$ cat src/rtl/counter_evt_pkg.sv
// Shared event definitions for the counter event logger.
// Bit positions of each event within the flag vectors and the entry-width helper.
package counter_evt_pkg;

    localparam int unsigned NUM_EVT = 3;

    typedef enum logic [1:0] {
        OVF  = 2'd0,
        UNF  = 2'd1,
        TERM = 2'd2
    } evt_bit_e;

    function automatic int unsigned entry_width(input int unsigned count_w, input int unsigned ts_w);
        return NUM_EVT + count_w + ts_w;
    endfunction

endpackage

$ cat src/rtl/evt_fifo.sv
// Generic first-word-fall-through synchronous FIFO with an explicit level counter.
// A push while full is only accepted when a pop frees a slot on the same edge.
module evt_fifo #(
    parameter int unsigned DW    = 8,
    parameter int unsigned DEPTH = 8,
    localparam int unsigned AW   = $clog2(DEPTH),
    localparam int unsigned LW   = AW + 1
) (
    input  logic          clk,
    input  logic          rst,
    input  logic          push,
    input  logic [DW-1:0] wdata,
    input  logic          pop,
    output logic [DW-1:0] rdata,
    output logic          full,
    output logic          empty,
    output logic [LW-1:0] level
);

    logic [DW-1:0] mem_q [DEPTH];
    logic [DW-1:0] mem_d [DEPTH];
    logic [AW-1:0] wr_ptr_q, wr_ptr_d;
    logic [AW-1:0] rd_ptr_q, rd_ptr_d;
    logic [LW-1:0] level_q, level_d;
    logic          do_push;
    logic          do_pop;

    assign empty   = (level_q == '0);
    assign full    = (level_q == LW'(DEPTH));
    assign do_pop  = pop & ~empty;
    assign do_push = push & (~full | do_pop);
    assign rdata   = mem_q[rd_ptr_q];
    assign level   = level_q;

    always_comb begin
        mem_d    = mem_q;
        wr_ptr_d = wr_ptr_q;
        rd_ptr_d = rd_ptr_q;
        level_d  = level_q;
        if (do_push) begin
            mem_d[wr_ptr_q] = wdata;
            wr_ptr_d        = wr_ptr_q + AW'(1);
        end
        if (do_pop) begin
            rd_ptr_d = rd_ptr_q + AW'(1);
        end
        case ({do_push, do_pop})
            2'b10:   level_d = level_q + LW'(1);
            2'b01:   level_d = level_q - LW'(1);
            default: level_d = level_q;
        endcase
    end

    always_ff @(posedge clk or posedge rst) begin
        if (rst) begin
            for (int unsigned i = 0; i < DEPTH; i++) begin
                mem_q[i] <= '0;
            end
            wr_ptr_q <= '0;
            rd_ptr_q <= '0;
            level_q  <= '0;
        end else begin
            mem_q    <= mem_d;
            wr_ptr_q <= wr_ptr_d;
            rd_ptr_q <= rd_ptr_d;
            level_q  <= level_d;
        end
    end

endmodule

$ cat src/rtl/counter_event_logger.sv
// Captures rising edges of enabled counter events with count and timestamp into a FIFO,
// tracks dropped events and raises irq on fill threshold or loss.
module counter_event_logger
    import counter_evt_pkg::*;
#(
    parameter int unsigned WIDTH    = 4,
    parameter int unsigned DEPTH    = 8,
    parameter int unsigned TS_WIDTH = 16
) (
    input  logic                     clk,
    input  logic                     rst,
    input  logic                     overflow,
    input  logic                     underflow,
    input  logic                     terminal_flag,
    input  logic [WIDTH-1:0]         count,
    input  logic [2:0]               event_mask,
    input  logic [$clog2(DEPTH):0]   irq_threshold,
    input  logic                     irq_clear,
    input  logic                     evt_ready,
    output logic                     evt_valid,
    output logic [2:0]               evt_flags,
    output logic [WIDTH-1:0]         evt_count,
    output logic [TS_WIDTH-1:0]      evt_timestamp,
    output logic [$clog2(DEPTH):0]   fifo_level,
    output logic [7:0]               dropped_count,
    output logic                     lost,
    output logic                     irq
);

    localparam int unsigned EW = entry_width(WIDTH, TS_WIDTH);

    // Entry layout depends on the module widths, so the struct lives here rather than in the package.
    typedef struct packed {
        logic [NUM_EVT-1:0]  flags;
        logic [WIDTH-1:0]    count;
        logic [TS_WIDTH-1:0] timestamp;
    } evt_entry_t;

    logic [TS_WIDTH-1:0] ts_q, ts_d;
    logic [NUM_EVT-1:0]  prev_q, prev_d;
    logic [7:0]          dropped_q, dropped_d;
    logic                lost_q, lost_d;
    logic                irq_q, irq_d;

    logic [NUM_EVT-1:0]  raw_evt;
    logic [NUM_EVT-1:0]  hit;
    logic                push;
    logic                pop;
    logic                drop;
    logic                fifo_full;
    logic                fifo_empty;
    evt_entry_t          wr_entry;
    evt_entry_t          head;

    always_comb begin
        raw_evt       = '0;
        raw_evt[OVF]  = overflow;
        raw_evt[UNF]  = underflow;
        raw_evt[TERM] = terminal_flag;
    end

    assign hit  = raw_evt & ~prev_q & event_mask;
    assign push = |hit;
    assign pop  = evt_valid & evt_ready;
    assign drop = push & fifo_full & ~pop;

    always_comb begin
        wr_entry           = '0;
        wr_entry.flags     = hit;
        wr_entry.count     = count;
        wr_entry.timestamp = ts_q;
    end

    evt_fifo #(
        .DW    (EW),
        .DEPTH (DEPTH)
    ) u_fifo (
        .clk   (clk),
        .rst   (rst),
        .push  (push),
        .wdata (wr_entry),
        .pop   (pop),
        .rdata (head),
        .full  (fifo_full),
        .empty (fifo_empty),
        .level (fifo_level)
    );

    // A drop on the same edge as irq_clear wins: the counter restarts at one.
    always_comb begin
        ts_d      = ts_q + TS_WIDTH'(1);
        prev_d    = raw_evt;
        dropped_d = dropped_q;
        lost_d    = lost_q;
        if (irq_clear) begin
            dropped_d = '0;
            lost_d    = 1'b0;
        end
        if (drop) begin
            lost_d    = 1'b1;
            dropped_d = irq_clear ? 8'd1 : ((dropped_q == 8'hFF) ? dropped_q : dropped_q + 8'd1);
        end
        irq_d = ((irq_threshold != '0) && (fifo_level >= irq_threshold)) || lost_q;
    end

    always_ff @(posedge clk or posedge rst) begin
        if (rst) begin
            ts_q      <= '0;
            prev_q    <= '0;
            dropped_q <= '0;
            lost_q    <= 1'b0;
            irq_q     <= 1'b0;
        end else begin
            ts_q      <= ts_d;
            prev_q    <= prev_d;
            dropped_q <= dropped_d;
            lost_q    <= lost_d;
            irq_q     <= irq_d;
        end
    end

    assign evt_valid     = ~fifo_empty;
    assign evt_flags     = head.flags;
    assign evt_count     = head.count;
    assign evt_timestamp = head.timestamp;
    assign dropped_count = dropped_q;
    assign lost          = lost_q;
    assign irq           = irq_q;

endmodule

$ cat config.mk
export PLATFORM = sky130hd
export DESIGN_NAME = counter_event_logger
export DESIGN_NICKNAME = d
export VERILOG_FILES = /design/src/rtl/counter_evt_pkg.sv /design/src/rtl/evt_fifo.sv /design/src/rtl/counter_event_logger.sv
export SDC_FILE = /design/constraint.sdc
export NUM_CORES = 1
export LEC_CHECK = 0
export CAP_MARGIN = 10
export CORE_ASPECT_RATIO = 0.9
export CORE_MARGIN = 2
export CORE_UTILIZATION = 54
export CTS_BUF_LIST = sky130_fd_sc_hd__clkbuf_4 sky130_fd_sc_hd__clkbuf_8 sky130_fd_sc_hd__clkbuf_16
export DETAILED_ROUTE_END_ITERATION = 6
export HOLD_SLACK_MARGIN = 0.06
export PLACE_DENSITY = 0.75
export SLEW_MARGIN = 15
export SYNTH_ARGS = -nofsm -noshare
export SYNTH_HDL_FRONTEND = slang
export SYNTH_HIERARCHICAL = 1
export SYNTH_SLANG_ARGS = --single-unit
$ cat constraint.sdc
create_clock -name clk -period 7.3 [get_ports clk]
set_clock_uncertainty 0.2 [all_clocks]
set_input_delay 1.46 -clock clk [delete_from_list [all_inputs] [get_ports clk]]
set_output_delay 1.46 -clock clk [all_outputs]
set_load 0.005 [all_outputs]
==> metrics.md, run 1 <==
| Metric | Value |
|---|---|
| Status | `finished, final reports clean` |
| Worst vdd ir | `0.2156 mV` |
| FFs w/ async S/R, synth | `1.000` |
| Register area share after synthesis | `0.5366` |
| Global-route wire length before repair | `33,790 um` |
| P_sw | `1208 uW` |
| Part of the power in combinational logic | `0.307` |
| Clock Tree Root | `clkbuf_16` |
| Setup Viol. Count Final | `0` |
| All-Layer GR Usage | `0.2129` |
| Setup TNS Final | `0 ns` |
| Min Tclk post-route | `4.967 ns` |
| CP max stage cell | `dfrtp_2` |
| Worst path depth | `4` |
| Routability cong. | `between 0.7 and 0.8` |
| # IOs | `56` |
| Worst path bufs/invs | `2` |
| CP required | `between 5 and 6 ns` |
| Post-Place Setup Slack | `2.233 ns` |
| Top layer in use | `met4` |
| Worst-path clk slew | `0.06 ns` |
| TritonCTS clock tree | `done` |
| WL met2 | `10,820 um` |
| Worst setup margin | `2.333 ns` |
| CP peak stage delay | `0.98 ns` |
| Syn. warnings | `6` |
| Slew @ Worst Pin | `1.158 ns` |
| Met1 WL | `8718 um` |
| Vias in the first global route | `6,318` |
| Fmax | `between 200 and 250 MHz` |
| Core area | `19,040 um^2` |
| Chip height | `135.7 um` |
| Rows | `48` |
| Top delay family on crit path | `flip-flops` |
| Clock H-tree levels | `1` |
| WHS Path Cells | `1` |
| Largest net degree at the start of global routing | `73` |
| Power per cell area | `357.7 nW/um^2` |
| Cells after Synth | `668` |
| CP arrival | `3.31 ns` |
| Top FF cell, synth | `dfrtp_1` |
| Most common cell after layout, fill and taps aside | `dfrtp_1` |
| CP Cell Sequence | `buf_4 > mux4_2 > mux2_2 > clkdlybuf4s50_1` |
| Setup Crit Path Kind | `reg2out` |
| Fillers | `1,369` |
| Mapped cell area | `10,400 um^2` |
| Final nets | `752` |
| DR WL met3 | `615 um` |
| Vias per cell | `5.828` |
| Setup Fix Bufs, Post-CTS | `0` |
| Hold buffers post-CTS | `0` |
| Unique masters post-synth | `50` |
| Syn-to-layout area delta | `13.86%` |
| Max clock buf depth | `3` |
| R2r worst-path depth | `9` |
| WL final | `20,500 um` |
| Syn Area/Cell | `15.57 um^2` |
| Relative slew slack | `0.2274` |
| Hold Vio Cnt, Final | `0` |
| CP max FO | `27` |
| Clock latency on the worst-skew pair | `roughly 0.49 ns` |
| Initial DRC Count | `254` |
| Crit. End Element | `output port` |
| DR vias | `5,752` |
| Syn nets | `between 600 and 700` |
| Max cap viols | `0` |
| Antenna violations before repair | `0` |
| Number of synthesized flops with an enable pin | `0` |
| Number of synthesized register bits | `223` |
| RSZ-0062 raised after global routing | `false` |
| Grt total ovfl | `0` |
| Min-delay worst type | `reg2reg` |
| Initial Util | `0.5462` |
| Wire per inst | `roughly 21 um` |
| Cell internal pwr | `3027 uW` |
| Residual DRC | `0` |
| N_diodes | `0` |
| Startpoint Class | `flip-flop` |
| Fin crit share | `0.6804` |
| Routed Antenna Nets | `0` |
| Seq pwr share | `0.424` |
| Total CTS buffers | `23` |
| PortBufs | `55` |
| Most frequent cells in the layout | `dfrtp_1, mux2_2, clkdlybuf4s50_1` |
| Leakage | `0.005401 uW` |
| Detailed Routing Iterations Pass 1 | `4` |
| Die Wd | `approximately 150 um` |
| Die ar. | `20,380 um^2` |
| DP HPWL | `12,620 um` |
| CTS resizes | `0` |
| Layout cells sized above 1 | `0.4016` |
| Clock Sinks | `approximately 220` |
| Switch share | `0.2852` |
| Clock share of power | `0.269` |
| Max Slew Vio Count | `0` |
Yosys cell counts (2+ instances only):
master	count	area share
dfrtp_1	223	0.54
mux2_2	184	0.20
mux4_2	46	0.10
mux2_1	25	0.027
inv_1	20	0.0072
xnor2_1	19	0.016
nand2_1	15	0.0054
buf_6	14	0.015
nand3_1	12	0.0058
ha_1	11	0.013
nor2_1	11	0.0040
clkbuf_1	10	0.0036
buf_2	7	0.0034
o21ai_0	5	0.0024
xor2_1	5	0.0042
a21oi_1	4	0.0019
nor2b_1	4	0.0024
nand4_1	3	0.0018
nor3_1	3	0.0014
nor3b_1	3	0.0022
nor4_1	3	0.0018
o2111ai_4	3	0.0076
o211ai_4	3	0.0061
a21o_1	2	0.0014
and4_1	2	0.0017
buf_4	2	0.0014
nand2b_1	2	0.0012
nand3b_1	2	0.0014
nor3_2	2	0.0019
o211ai_1	2	0.0014
o21bai_1	2	0.0014
flip-flops by register name, indices dropped and copies added, names as in the netlist:
register	flops
u_fifo/mem_q	184
u_fifo/wr_ptr_q	3
u_fifo/level	4
irq	1
ts_q	16
dropped_count	8
prev_q	3
lost	1
u_fifo/rd_ptr_q	3
final timing paths:
kind                                                      from  slack, ns                           end
worst max-delay path            u_fifo/rd_ptr_q[0]$_DFFE_PP0P_       2.33                  evt_flags[2]
worst min-delay path              u_fifo/mem_q[43]$_DFFE_PP0P_       0.29  u_fifo/mem_q[43]$_DFFE_PP0P_
worst max register to register     u_fifo/level[0]$_DFFE_PP0P_       3.43   u_fifo/level[3]$_DFFE_PP0P_
worst min register to register    u_fifo/mem_q[43]$_DFFE_PP0P_       0.29  u_fifo/mem_q[43]$_DFFE_PP0P_
max in group asynchronous                                  rst       4.40  u_fifo/mem_q[10]$_DFFE_PP0P_
min in group asynchronous                                  rst       1.20  u_fifo/mem_q[46]$_DFFE_PP0P_
power groups by stage:
stage          logic, uW  registers, uW  clock network (uW)
2_1_floorplan       1010           1660                   0
3_3_place_gp        1270           1780                   0
3_5_place_dp        1320           1820                   0
4_1_cts             1330           1800                1170
5_1_grt             1410           1840                1230
6_report            1300           1800                1140
final cells by class:
| cell class | count | area [um^2] | share of cell area |
|---|---|---|---|
| clock buffer | 34 | 701.9 | 0.05928 |
| tap | 250 | 312.8 | 0.02642 |
| clock inverter | 6 | 55.05 | 0.004650 |
| sequential | 223 | 5583 | 0.4715 |
| multi-input combinational | 391 | 4497 | 0.3798 |
| timing repair buffer | 63 | 610.6 | 0.05157 |
| inverter | 20 | 80.08 | 0.006763 |
cells by family after synthesis:
kind of cell	Yosys count	share of synthesized area
simple gates	70	0.03959
compound gates	29	0.03032
fa+ha+maj	12	0.01516
flops	223	0.5366
xor+xnor	24	0.02021
mux	256	0.3269
buf+inv	54	0.03116
worst register-to-register path: cells and delay by family (launching register included):
family                     cells  cell delay [ns]
DFF                            1             0.55
adders and majority gates      2             0.69
AOI/OAI and AO/OA              3             0.55
buffers and inverters          1             0.18
and+or+nand+nor                3             1.58
layer usage:
| layer | global-route usage | vias to the layer above |
|---|---|---|
| met2 | 0.3682 | 95 |
| li1 | - | 2572 |
| met1 | 0.2861 | 3055 |
| met4 | 0.05136 | 0 |
| met5 | 0 | - |
| met3 | 0.03098 | 30 |
through the flow:
step	cell area [um^2]	std cells	hold WS, ns	util	total power, uW
5_1_grt	11840	987	0.2959	0.6219	4474
2_1_floorplan	10400	668	0.2587	-	2679
6_report	11840	987	0.2871	0.6219	4235
3_5_place_dp	11080	947	0.2768	0.5822	3135
3_3_place_gp	11080	947	0.2681	0.5822	3050
4_1_cts	11840	987	0.2900	0.6219	4289
(Power assumes the default switching activity.)
==> run 2, diff against run 1 <==
--- a/config.mk
+++ b/config.mk
@@ -8,11 +8,11 @@
 export CAP_MARGIN = 10
 export CORE_ASPECT_RATIO = 0.9
 export CORE_MARGIN = 2
-export CORE_UTILIZATION = 54
+export CORE_UTILIZATION = 60
 export CTS_BUF_LIST = sky130_fd_sc_hd__clkbuf_4 sky130_fd_sc_hd__clkbuf_8 sky130_fd_sc_hd__clkbuf_16
 export DETAILED_ROUTE_END_ITERATION = 6
 export HOLD_SLACK_MARGIN = 0.06
-export PLACE_DENSITY = 0.75
+export PLACE_DENSITY = 0.79
 export SLEW_MARGIN = 15
 export SYNTH_ARGS = -nofsm -noshare
 export SYNTH_HDL_FRONTEND = slang
==> constraint.sdc (replaced) <==
create_clock -name clk -period 4.6 [get_ports clk]
set_clock_uncertainty 0.2 [all_clocks]
set_input_delay 0.92 -clock clk [delete_from_list [all_inputs] [get_ports clk]]
set_output_delay 0.92 -clock clk [all_outputs]
set_load 0.005 [all_outputs]
==> run 2 against run 1 <==
Compared with the run above: via count increased by 1.6%; core utilization increased by 8.4 points; first-iteration DRC count increased by 13%; final cell count decreased by 1.0%; critical endpoint is now evt_count[0]; routed wire length decreased by 0.57%; combinational power increased by 66%; largest power group unchanged; total power increased by 62%; clock-buffer cell count increased by 2; clock power increased by 69%.
==> metrics.md, run 2 (synthesis results as in run 1) <==
| Metric | Value |
|---|---|
| Status | `finished, final reports clean` |
| Final nets | `756` |
| Seq pwr share | `0.405` |
| Worst setup margin | `0.6872 ns` |
| All-Layer GR Usage | `0.2350` |
| Antenna violations before repair | `0` |
| Setup Fix Bufs, Post-CTS | `0` |
| Critical path origin | `u_fifo/rd_ptr_q[0]$_DFFE_PP0P_` |
| Cell internal pwr | `4929 uW` |
| N_diodes | `0` |
| Hold Vio Cnt, Final | `0` |
| Clock share of power | `0.281` |
| CP required | `about 3.5 ns` |
| Power per cell area | `575.5 nW/um^2` |
| Number of flip-flops in the largest register | `184` |
| PortBufs | `55` |
| Clock Sinks | `approximately 220` |
| CP arrival | `2.79 ns` |
| Setup Viol. Count Final | `0` |
| Switch share | `0.2836` |
| CP max FO | `15` |
| Die Wd | `142.8 um` |
| Post-Place Setup Slack | `0.4723 ns` |
| Syn-to-layout area delta | `14.97%` |
| Layout cells sized above 1 | `0.4057` |
| Startpoint Class | `flip-flop` |
| Leakage | `roughly 0.0055 uW` |
| Max clock buf depth | `3` |
| P_sw | `a little under 2000 uW` |
| Residual DRC | `0` |
| Footprint of the multi-input gates | `roughly 4500 um^2` |
| Fillers | `1,068` |
| Hold buffers post-CTS | `0` |
| Core area | `16,950 um^2` |
| Tot Pwr | `around 7000 uW` |
| Hold path start | `u_fifo/mem_q[32]$_DFFE_PP0P_` |
| Worst path bufs/invs | `2` |
| Min Tclk post-route | `3.913 ns` |
| Setup Crit Path Kind | `reg2out` |
| Min-delay worst type | `reg2reg` |
| Most common cell after layout, fill and taps aside | `dfrtp_1` |
| Total CTS buffers | `24` |
| Part of the power in combinational logic | `0.314` |
| Setup TNS Final | `0 ns` |
| Vias per cell | `5.984` |
| Die ar. | `18,400 um^2` |
| Vias in the first global route | `~6,300` |
| Detailed Routing Iterations Pass 1 | `4` |
| Clock H-tree levels | `1` |
| Routability cong. | `0.7552` |
| CTS resizes | `0` |
| Max Slew Vio Count | `0` |
| Crit. End Element | `output port` |
| Slew @ Worst Pin | `1.165 ns` |
| WL final | `20,390 um` |
| Relative slew slack | `0.2194` |
| CP max stage cell | `dfrtp_2` |
| DR vias | `5,846` |
| DP HPWL | `12,290 um` |
| Initial DRC Count | `288` |
| Worst-path clk slew | `0.06 ns` |
| Most frequent cells in the layout | `dfrtp_1, mux2_2, clkdlybuf4s50_1` |
| Chip height | `about 130 um` |
| Clock latency on the worst-skew pair | `0.51 ns` |
| Fmax | `255.6 MHz` |
| Fin crit share | `0.8506` |
| Largest net degree at the start of global routing | `114` |
| CP Cell Sequence | `buf_4 > mux4_2 > mux2_2 > clkdlybuf4s50_1` |
| Routed Antenna Nets | `0` |
| # IOs | `56` |
| Register with the most flip-flops | `u_fifo/mem_q` |
| RSZ-0062 raised after global routing | `false` |
| Clock Tree Root | `clkbuf_16` |
| Max cap viols | `0` |
| Initial Util | `0.6136` |
| Wire per inst | `about 21 um` |
| FF/Latch Area | `about 5600 um^2` |
| Hold slack | `0.2926 ns` |
| Rows | `45` |
| CP peak stage delay | `slightly below 0.7 ns` |
| Global-route wire length before repair | `33,700 um` |
| Top delay family on crit path | `multiplexers` |
| Worst vdd ir | `~0.6 mV` |
| TritonCTS clock tree | `done` |
| Grt total ovfl | `0` |
| R2r startpoint | `u_fifo/level[0]$_DFFE_PP0P_` |
## run 2: cell types whose count changed in the layout (fill, tap and decap cells not counted), sizes merged
cell,delta
buf,+3
clkbuf,+2
clkinvlp,+1
inv,-1
## run 2: final cells by class
cell class                 instances  share of cell area
sequential                       223              0.4670
multi-input combinational        391              0.3761
clock buffer                      36             0.06395
timing repair buffer              66             0.05714
tap                              235             0.02459
inverter                          20            0.006593
clock inverter                     6            0.004605
## run 2: worst register-to-register path, delay by kind of cell, from the launching register on
kind | cells | cell delay [ns]
flip-flops | 1 | 0.49
AO/OA/AOI/OAI | 3 | 0.59
AND/OR/NAND/NOR | 3 | 1.22
adder cells (fa/ha/maj) | 2 | 0.72
buffers and inverters | 1 | 0.23
## run 2: power by group through the flow
stage	clock network [uW]	registers, uW	logic [uW]
after floorplan	0	2640	1610
after global placement	0	2760	2100
after detailed placement	0	2810	2170
after CTS	1970	2790	2190
after global routing	2050	2850	2330
final	1930	2790	2160
## run 2: path summary, 6_finish.rpt
kind	to	slack (ns)	cells past startpoint
worst max-delay path	evt_count[0]	0.69	4
worst max register to register	u_fifo/level[3]$_DFFE_PP0P_	1.01	9
min in group asynchronous	ts_q[0]$_DFF_PP0_	0.70	3
worst min-delay path	u_fifo/mem_q[32]$_DFFE_PP0P_	0.29	1
worst min register to register	u_fifo/mem_q[32]$_DFFE_PP0P_	0.29	1
max in group asynchronous	u_fifo/rd_ptr_q[1]$_DFFE_PP0P_	2.90	3
## run 2: per-layer routing
layer / share of wire / track usage
met4: 0.018 / 0.05533
met3: 0.030 / 0.02754
met1: 0.44 / 0.3260
met2: 0.51 / 0.4053
met5: 0 / 0
## run 2: metrics by stage
| stage | cell area, um^2 | instances | utilization |
|---|---|---|---|
| 6_report | 11960 | 977 | 0.7054 |
| 2_1_floorplan | 10400 | 668 | - |
| 5_1_grt | 11960 | 977 | 0.7054 |
| 4_1_cts | 11960 | 977 | 0.7054 |
| 3_3_place_gp | 11140 | 935 | 0.6571 |
| 3_5_place_dp | 11140 | 935 | 0.6571 |
